`src/rtl/apb_master_arbiter_pkg.sv`:
```
// ============================================================================
// Module : apb_arb_pkg
// Brief  : Shared types and constants for the two-requester APB master arbiter.
// Rev    : 1.0  initial release
// ============================================================================
`default_nettype none

package apb_arb_pkg;

  typedef enum logic [1:0] {
    IDLE   = 2'd0,
    SETUP  = 2'd1,
    ACCESS = 2'd2
  } apb_state_e;

  localparam int NUM_REQ        = 2;
  localparam int DEFAULT_ADDR_W = 32;
  localparam int DEFAULT_DATA_W = 32;

endpackage

`default_nettype wire

```
`src/rtl/apb_master_arbiter_if.sv`:
```
// ============================================================================
// Module : apb_master_arbiter_if
// Brief  : APB bus bundle with master and slave views.
// Rev    : 1.0  initial release
// ============================================================================
`default_nettype none

interface apb_master_arbiter_if #(
  parameter int ADDR_W = apb_arb_pkg::DEFAULT_ADDR_W,
  parameter int DATA_W = apb_arb_pkg::DEFAULT_DATA_W
);

  logic [ADDR_W-1:0] PADDR;
  logic              PSEL;
  logic              PENABLE;
  logic              PWRITE;
  logic [DATA_W-1:0] PWDATA;
  logic [DATA_W-1:0] PRDATA;
  logic              PREADY;
  logic              PSLVERR;

  modport master (
    output PADDR, PSEL, PENABLE, PWRITE, PWDATA,
    input  PRDATA, PREADY, PSLVERR
  );

  modport slave (
    input  PADDR, PSEL, PENABLE, PWRITE, PWDATA,
    output PRDATA, PREADY, PSLVERR
  );

endinterface

`default_nettype wire

```
`src/rtl/apb_master_arbiter_rr.sv`:
```
// ============================================================================
// Module : apb_rr_arbiter
// Brief  : Two-way round-robin picker with a last-grant pointer.
// Rev    : 1.0  initial release
// ============================================================================
`default_nettype none

module apb_rr_arbiter
  import apb_arb_pkg::*;
(
  input  logic               clk,
  input  logic               rst,
  input  logic [NUM_REQ-1:0] i_req,
  input  logic               i_grant_en,
  output logic               o_valid,
  output logic               o_idx
);

  logic last_q;
  logic last_d;

  always_comb begin
    o_valid = |i_req;
    o_idx   = 1'b0;
    if (i_req == '1) begin
      o_idx = ~last_q;
    end else begin
      o_idx = i_req[1];
    end
    last_d = last_q;
    if (i_grant_en && o_valid) begin
      last_d = o_idx;
    end
  end

  // Reset value marks requester 1 as last winner so requester 0 is favoured.
  always_ff @(posedge clk) begin
    if (rst) begin
      last_q <= 1'b1;
    end else begin
      last_q <= last_d;
    end
  end

endmodule

`default_nettype wire

```
`src/rtl/apb_master_arbiter.sv`:
```
// ============================================================================
// Module : apb_master_arbiter
// Brief  : Arbitrates two requesters onto one APB master port (IDLE/SETUP/ACCESS).
//          Optional ACCESS timeout enabled by defining APB_ARB_TIMEOUT_EN.
// Rev    : 1.0  initial release
// ============================================================================
`default_nettype none

module apb_master_arbiter
  import apb_arb_pkg::*;
#(
  parameter int ADDR_W  = DEFAULT_ADDR_W,
  parameter int DATA_W  = DEFAULT_DATA_W,
  parameter int TIMEOUT = 16
) (
  input  logic                           PCLK,
  input  logic                           PRESET,
  input  logic [NUM_REQ-1:0]             req,
  input  logic [NUM_REQ-1:0][ADDR_W-1:0] req_addr,
  input  logic [NUM_REQ-1:0]             req_write,
  input  logic [NUM_REQ-1:0][DATA_W-1:0] req_wdata,
  output logic [NUM_REQ-1:0]             ack,
  output logic [DATA_W-1:0]              rsp_rdata,
  output logic                           rsp_err,
  apb_master_arbiter_if.master           apb
);

  apb_state_e          state_q, state_d;
  logic                idx_q, idx_d;
  logic [ADDR_W-1:0]   addr_q, addr_d;
  logic                write_q, write_d;
  logic [DATA_W-1:0]   wdata_q, wdata_d;
  logic [NUM_REQ-1:0]  ack_q, ack_d;
  logic [DATA_W-1:0]   rdata_q, rdata_d;
  logic                err_q, err_d;

`ifdef APB_ARB_TIMEOUT_EN
  localparam int CNT_W = $clog2(TIMEOUT + 1);
  logic [CNT_W-1:0]    cnt_q, cnt_d;
`endif

  logic [NUM_REQ-1:0]  w_arb_req;
  logic                w_arb_valid;
  logic                w_arb_idx;
  logic                w_grant_en;

  // The requester being acked this cycle is still holding req; keep it out.
  assign w_arb_req  = req & ~ack_q;
  assign w_grant_en = (state_q == IDLE);

  apb_rr_arbiter u_rr (
    .clk        (PCLK),
    .rst        (PRESET),
    .i_req      (w_arb_req),
    .i_grant_en (w_grant_en),
    .o_valid    (w_arb_valid),
    .o_idx      (w_arb_idx)
  );

  always_comb begin
    state_d = state_q;
    idx_d   = idx_q;
    addr_d  = addr_q;
    write_d = write_q;
    wdata_d = wdata_q;
    ack_d   = '0;
    rdata_d = '0;
    err_d   = 1'b0;
`ifdef APB_ARB_TIMEOUT_EN
    cnt_d   = cnt_q;
`endif
    case (state_q)
      IDLE: begin
        if (w_arb_valid) begin
          idx_d   = w_arb_idx;
          addr_d  = req_addr[w_arb_idx];
          write_d = req_write[w_arb_idx];
          wdata_d = req_wdata[w_arb_idx];
          state_d = SETUP;
        end
      end
      SETUP: begin
        state_d = ACCESS;
`ifdef APB_ARB_TIMEOUT_EN
        cnt_d   = '0;
`endif
      end
      ACCESS: begin
        if (apb.PREADY) begin
          state_d       = IDLE;
          ack_d[idx_q]  = 1'b1;
          rdata_d       = write_q ? '0 : apb.PRDATA;
          err_d         = apb.PSLVERR;
        end
`ifdef APB_ARB_TIMEOUT_EN
        else if (cnt_q == CNT_W'(TIMEOUT - 1)) begin
          state_d      = IDLE;
          ack_d[idx_q] = 1'b1;
          err_d        = 1'b1;
        end else begin
          cnt_d = cnt_q + CNT_W'(1);
        end
`endif
      end
      default: begin
        state_d = IDLE;
      end
    endcase
  end

  always_ff @(posedge PCLK) begin
    if (PRESET) begin
      state_q <= IDLE;
      idx_q   <= 1'b0;
      addr_q  <= '0;
      write_q <= 1'b0;
      wdata_q <= '0;
      ack_q   <= '0;
      rdata_q <= '0;
      err_q   <= 1'b0;
`ifdef APB_ARB_TIMEOUT_EN
      cnt_q   <= '0;
`endif
    end else begin
      state_q <= state_d;
      idx_q   <= idx_d;
      addr_q  <= addr_d;
      write_q <= write_d;
      wdata_q <= wdata_d;
      ack_q   <= ack_d;
      rdata_q <= rdata_d;
      err_q   <= err_d;
`ifdef APB_ARB_TIMEOUT_EN
      cnt_q   <= cnt_d;
`endif
    end
  end

  assign apb.PSEL    = (state_q != IDLE);
  assign apb.PENABLE = (state_q == ACCESS);
  assign apb.PADDR   = addr_q;
  assign apb.PWRITE  = write_q;
  assign apb.PWDATA  = wdata_q;
  assign ack         = ack_q;
  assign rsp_rdata   = rdata_q;
  assign rsp_err     = err_q;

endmodule

`default_nettype wire

```
`src/flat_wrapper.sv`:
```
// flat-port wrapper written by rule: the top's interface ports become plain ports
module apb_master_arbiter_flat import apb_arb_pkg::*;
#(
  parameter int ADDR_W  = DEFAULT_ADDR_W,
  parameter int DATA_W  = DEFAULT_DATA_W,
  parameter int TIMEOUT = 16
)
  (PCLK, PRESET, req, req_addr, req_write, req_wdata, ack, rsp_rdata, rsp_err, apb_PADDR, apb_PSEL, apb_PENABLE, apb_PWRITE, apb_PWDATA, apb_PRDATA, apb_PREADY, apb_PSLVERR);
  apb_master_arbiter_if #(.ADDR_W(ADDR_W), .DATA_W(DATA_W)) apb_i ();
  input  logic PCLK;
  input  logic PRESET;
  input  logic [NUM_REQ-1:0] req;
  input  logic [NUM_REQ-1:0][ADDR_W-1:0] req_addr;
  input  logic [NUM_REQ-1:0] req_write;
  input  logic [NUM_REQ-1:0][DATA_W-1:0] req_wdata;
  output logic [NUM_REQ-1:0] ack;
  output logic [DATA_W-1:0] rsp_rdata;
  output logic rsp_err;
  output wire logic [$bits(apb_i.PADDR)-1:0] apb_PADDR;
  output wire logic [$bits(apb_i.PSEL)-1:0] apb_PSEL;
  output wire logic [$bits(apb_i.PENABLE)-1:0] apb_PENABLE;
  output wire logic [$bits(apb_i.PWRITE)-1:0] apb_PWRITE;
  output wire logic [$bits(apb_i.PWDATA)-1:0] apb_PWDATA;
  input wire logic [$bits(apb_i.PRDATA)-1:0] apb_PRDATA;
  input wire logic [$bits(apb_i.PREADY)-1:0] apb_PREADY;
  input wire logic [$bits(apb_i.PSLVERR)-1:0] apb_PSLVERR;
  assign apb_PADDR = apb_i.PADDR;
  assign apb_PSEL = apb_i.PSEL;
  assign apb_PENABLE = apb_i.PENABLE;
  assign apb_PWRITE = apb_i.PWRITE;
  assign apb_PWDATA = apb_i.PWDATA;
  assign apb_i.PRDATA = apb_PRDATA;
  assign apb_i.PREADY = apb_PREADY;
  assign apb_i.PSLVERR = apb_PSLVERR;
  apb_master_arbiter #(.ADDR_W(ADDR_W), .DATA_W(DATA_W), .TIMEOUT(TIMEOUT)) u_core (.PCLK(PCLK), .PRESET(PRESET), .req(req), .req_addr(req_addr), .req_write(req_write), .req_wdata(req_wdata), .ack(ack), .rsp_rdata(rsp_rdata), .rsp_err(rsp_err), .apb(apb_i));
endmodule
```
`config.mk`:
```
export PLATFORM = sky130hd
export DESIGN_NAME = apb_master_arbiter_flat
export DESIGN_NICKNAME = d
export VERILOG_FILES = /design/src/rtl/apb_master_arbiter_pkg.sv /design/src/rtl/apb_master_arbiter_if.sv /design/src/rtl/apb_master_arbiter_rr.sv /design/src/rtl/apb_master_arbiter.sv /design/src/flat_wrapper.sv
export SDC_FILE = /design/constraint.sdc
export NUM_CORES = 1
export LEC_CHECK = 0
export CAP_MARGIN = 20
export CORE_MARGIN = 2
export CORE_UTILIZATION = 36
export DETAILED_ROUTE_END_ITERATION = 6
export PLACE_DENSITY = 0.81
export SKIP_CTS_REPAIR_TIMING = 1
export SLEW_MARGIN = 40
export SYNTH_ARGS = -nofsm -noshare
export SYNTH_HDL_FRONTEND = slang
export SYNTH_SLANG_ARGS = --single-unit
```
`constraint.sdc`:
```
create_clock -name PCLK -period 1.7 [get_ports PCLK]
set_input_delay 0.34 -clock PCLK [delete_from_list [all_inputs] [get_ports PCLK]]
set_output_delay 0.34 -clock PCLK [all_outputs]
set_load 0.03 [all_outputs]
```
---- Yosys cells after proc, flatten, opt, wreduce, memory -nomap -nowiden ----
Cells that the tools add are included.
cells by class
  add/subtract/negate cells ............... 0
  multipliers ............................. 0
  divide/modulo/power cells ............... 0
  magnitude comparators ................... 3
  equal/unequal tests ..................... 5
  shift operators ......................... 0
  muxes and demuxes ....................... 12
  bitwise logic cells ..................... 5
  reduce and logical (&&, ||, !) cells .... 9
operators with widths
  operator                                                     number
  2-to-1 mux 32 bit                                            4
  one-hot mux 2 bit (3 select lines)                           1
  equality test 2 bit (second input constant)                  2
  less-than comparator 1 x 2 -> 1 bit (second input constant)  2
  2-to-1 mux 1 bit                                             4
  2-to-1 mux 2 bit                                             2
  inequality test 2 x 1 -> 1 bit (second input constant)       2
  AND reduction 2 bit                                          2
  OR reduction 4 bit                                           1
  inverter 1 bit                                               3
  OR reduction 3 bit                                           1
  AND 2 bit                                                    1
  equality test 2 x 1 -> 1 bit (second input constant)         1
  logical AND 1 bit                                            2
  logical NOT 2 bit                                            1
  inverter 2 bit                                               1
  nonzero test 2 bit                                           1
  OR reduction 2 bit                                           1
  demux 1 bit (select 1 bit)                                   1
  >= comparator 1 bit (second input constant)                  1
storage, ports and cells
  bits in registers ....................... 104
  latch bits .............................. 0
  RAM bits ................................ 0
  bits in read-only memories .............. 0
  input port bits ......................... 168
  output and inout bits ................... 102
  memories ................................ 0

---- Depth between registers and ports, before layout ----
  depth after elaboration ................. 6
  depth in mapped cells ................... 7
  gate-level depth less buffers ........... 4

---- By module ----
From an unflattened synthesis, not the netlist that was laid out.
second synthesis, totals
  cell total of the unflattened synthesis .. 393
  area total of the unflattened synthesis .. 4,389.2 um^2
by module, submodules not included
  module              times used  cells an instance  area an instance (um^2)  seq. area each (um^2)
  apb_master_arbiter  1           387                4,332.9                  2,062.0
  apb_rr_arbiter      1           6                  56.3                     20.0

---- Worst setup path after synthesis ----
No wires, ideal clock.
  kind .................................... register to register
  start point ............................. reg u_core.state_q[1]
  end point ............................... reg u_core.rdata_q[0] (netlist: u_core.rsp_rdata[0])
  setup time .............................. 0.059 ns
  arrival time ............................ 1.572 ns
  path slack .............................. 0.069 ns
  cell stages (with the launch flop) ...... 6
  clock period less this slack ............ 1.631 ns
  cells stage by stage .................... dfxtp_1 -> nor2b_1 -> nand3b_1 -> nor2_1 -> clkbuf_1 -> and2_1
between the ends
  longest elaborated chain between the ends .. 3
ends and longest elaborated chain
  element                       RTL line                   text
  start: declaration            apb_master_arbiter.sv:28   apb_state_e state_q, state_d;
  start signal: assignment      apb_master_arbiter.sv:125  state_q <= state_d;
  equality test 2 bit           --
  named net apb_PENABLE         flat_wrapper.sv:21         output wire logic [$bits(apb_i.PENABLE)-1:0] apb_PENABLE;
  inverter 1 bit (no line)      --
  OR reduction 4 bit (no line)  --
  end signal: assignment        apb_master_arbiter.sv:131  rdata_q <= rdata_d;
  end: declaration              apb_master_arbiter.sv:34   logic [DATA_W-1:0] rdata_q, rdata_d;
The timed path passes the listed nets, and every way through them passes these cells.
A chain may end at the register's enable or synchronous reset.

---- Worst setup path after layout ----
  start point ............................. reg u_core.state_q[1]
  end point ............................... reg u_core.wdata_q[28] (netlist: u_core.apb.PWDATA[28])
between the ends
  longest elaborated chain between the ends .. 2
ends and longest elaborated chain
  element                        RTL line                   text
  logical NOT 2 bit              apb_master_arbiter.sv:72   case (state_q)
  AND reduction 2 bit (no line)  --
  end signal: assignment         apb_master_arbiter.sv:129  wdata_q <= wdata_d;
  end: declaration               apb_master_arbiter.sv:32   logic [DATA_W-1:0] wdata_q, wdata_d;
No other way between the ends.

==> flow_summary.ini <==
[global_route]
grt-ovfl-total = 0
grt_max_degree = 63
grt_usage_pct = 20.7
grt_pass1_vias = 3985
grt_pass1_wl_mm = 19.2
antenna_found_initial = 0

[clock_tree]
cts_tree = yes
cts_buffer_depth = 2
cts_made_buffers = 9
cts-root-buf = clkbuf_8
clock_latency_ns = 0.38
cts-htree-levels = 3
clk_pin_slew_ns = 0.11
cts.sinks = 104

[synthesis]
synth_ff_type = dfxtp_1
postSynthAreaPerCell_um2 = 8.71
ys_seq_elements = 104
ys_seq_area_share_pct = 52.1
syn_area_um2 = 4000
yosys-top-cells-count = nand2_1 (131), dfxtp_1 (104), nor2_1 (70)
ys_types = 18
ys_warn_count = 0
synthTopCellsByArea = dfxtp_1 (52%), nand2_1 (12%), a311oi_1 (12%)
yosysMostFrequentCell = nand2_1
syn_nets = 627
netlist_instances = 459
async_flop_share_pct = 0
synth_area_leader_cell = dfxtp_1
synth-edff-count = 0
yosysTopAreaCellShare_pct = 52.1

[route]
wirelength_mm = 13.5
routed_via_density = 4.85
drc = 0
ant_nets = 0
vias = 4156
wire_per_inst_um = 15.7
drtIter0Drc = 214
firstDrtPassIters = 4

[placement]
io_buffers = 269
dp_cells = 841
place_congestion = 0.725
place_area_um2 = 6840
dp_hpwl_mm = 9.87

[cells_and_area]
area_growth_pct = 82.6
diodes = 0
nFillCells = 835
multi_input_area_um2 = 1720
finalInstanceArea_um2 = 7300
nets = 880
final-seq-area_um2 = 2080
drive_above_1_share_pct = 6.56
layout.cells.non_filler = 857

[outcome]
outcome = completed

[timing]
setup_violations = 0
hold_viol = 0
worst_slew_pin_slew_ns = 0.424
maxSlewHeadroom_pct = 71.7
period_needed_ns = 1.64
fin_worst_skew_ns = 0.0156
period_share_pct = 96.4
maxSlewViolCount = 0
max_freq_ghz = 0.610
rsz0062_at_grt = yes

[setup_path]
critPathMaxFanout = 62
ff2ff_path_depth = 5
arrival_ns = 1.91
critPathKind = flop to flop
start_kind = flop
required_ns = 1.97
critPathCaptureType = flop

[floorplanning]
start_util_pct = 36.9
io_pins = 270
dieArea_um2 = 12000
fp-row-count = 38
die_x_um = 109
die_y_um = 109
core_area_um2 = 10800

[run]
cap_violations = 0

[power_and_ir_drop]
leakage_nw = 4.35
pwr_density_cell_nw_per_um2 = 860
ir_drop_mv = 0.451

[hold_path]
hold_path.class = input pin to flop
whs_path_depth = 3
through the flow:
| stage | TNS (ns) | setup slack (ns) | power (mW) | hold slack (ns) | util (%) |
|---|---|---|---|---|---|
| finish | 0 | 0.0606 | 6.28 | 0.350 | 67.3 |
| global placement | -10.91 | -0.218 | 4.79 | 0.425 | 63.1 |
| floorplan | 0 | 0.0686 | 3.86 | 0.405 | - |
| CTS | -5.77 | -0.285 | 6.36 | 0.344 | 64.9 |
| detailed placement | -12.72 | -0.304 | 4.84 | 0.435 | 63.1 |
| global route | -0.00955 | -0.00574 | 6.58 | 0.390 | 67.3 |
critical path, stage by stage, from the launching register on:
cell and delay (ns):
dfxtp_1 0.34, or2_1 0.26, o21ba_4 0.29, buf_16 0.24, nor2_1 0.10, a311oi_2 0.27
per-layer routing:
metal / vias to the layer above / global-route usage [%] / part of all wire (%)
met3: 34 / 7.17 / 10
li1: 2054 / - / -
met1: 1885 / 21.4 / 37
met5: - / 0 / 0
met2: 183 / 36.5 / 50
met4: 0 / 11.1 / 3.5
registers in the layout (all words and copies together), names as in the netlist:
register,flops
u_core.state_q,2
u_core.rsp_err,1
u_core.ack,2
u_core.apb.PADDR,32
u_core.idx_q,1
u_core.rsp_rdata,32
u_core.u_rr.last_q,1
u_core.apb.PWRITE,1
u_core.apb.PWDATA,32
layout by cell type (no fill, tap or decap):
cell type	instances
o21ba_4	1
clkinv_4	1
buf_2	1
nand2_1	130
nor2b_2	1
a211o_1	1
dlymetal6s2s_1	101
clkbuf_8	10
inv_6	1
and3b_1	1
mux2i_1	2
clkdlybuf4s50_1	166
nand2_2	1
and2_1	34
nor2_1	70
clkinv_2	1
a311oi_2	11
buf_16	1
nor2b_1	4
buf_4	9
buf_12	5
and2_2	1
nand3b_1	2
dfxtp_1	104
a311oi_1	54
or2_1	1
inv_8	3
area by class of cell:
cell class / count / share of cell area (%)
tap: 140 / 2.40
clock inverter: 6 / 0.771
sequential: 104 / 28.5
timing repair buffer: 283 / 42.8
clock buffer: 10 / 1.89
multi-input combinational: 314 / 23.6
where the power goes:
group	internal (mW)	switching (mW)	total (mW)
Sequential	2.66	0.102	2.76
Combinational	0.943	1.05	1.99
Clock	0.610	0.924	1.53
Total	4.21	2.07	6.28
final timing paths:
| kind | start | endpoint | slack [ns] |
|---|---|---|---|
| setup / recovery | u_core.state_q[1] | u_core.apb.PWDATA[28] | 0.06 |
| hold / removal | PRESET | u_core.ack[0] | 0.35 |
| setup reg to reg | u_core.state_q[1] | u_core.apb.PWDATA[28] | 0.06 |
| hold reg to reg | u_core.idx_q | u_core.ack[0] | 0.45 |
logic make-up after synthesis:
kind of cell	after synthesis	synth area share, %
compound gates	67	16.3
buf+inv	41	5.23
flops	104	52.1
mux	2	0.501
simple gates	245	25.9
Power figures use the tool's default switching activity.
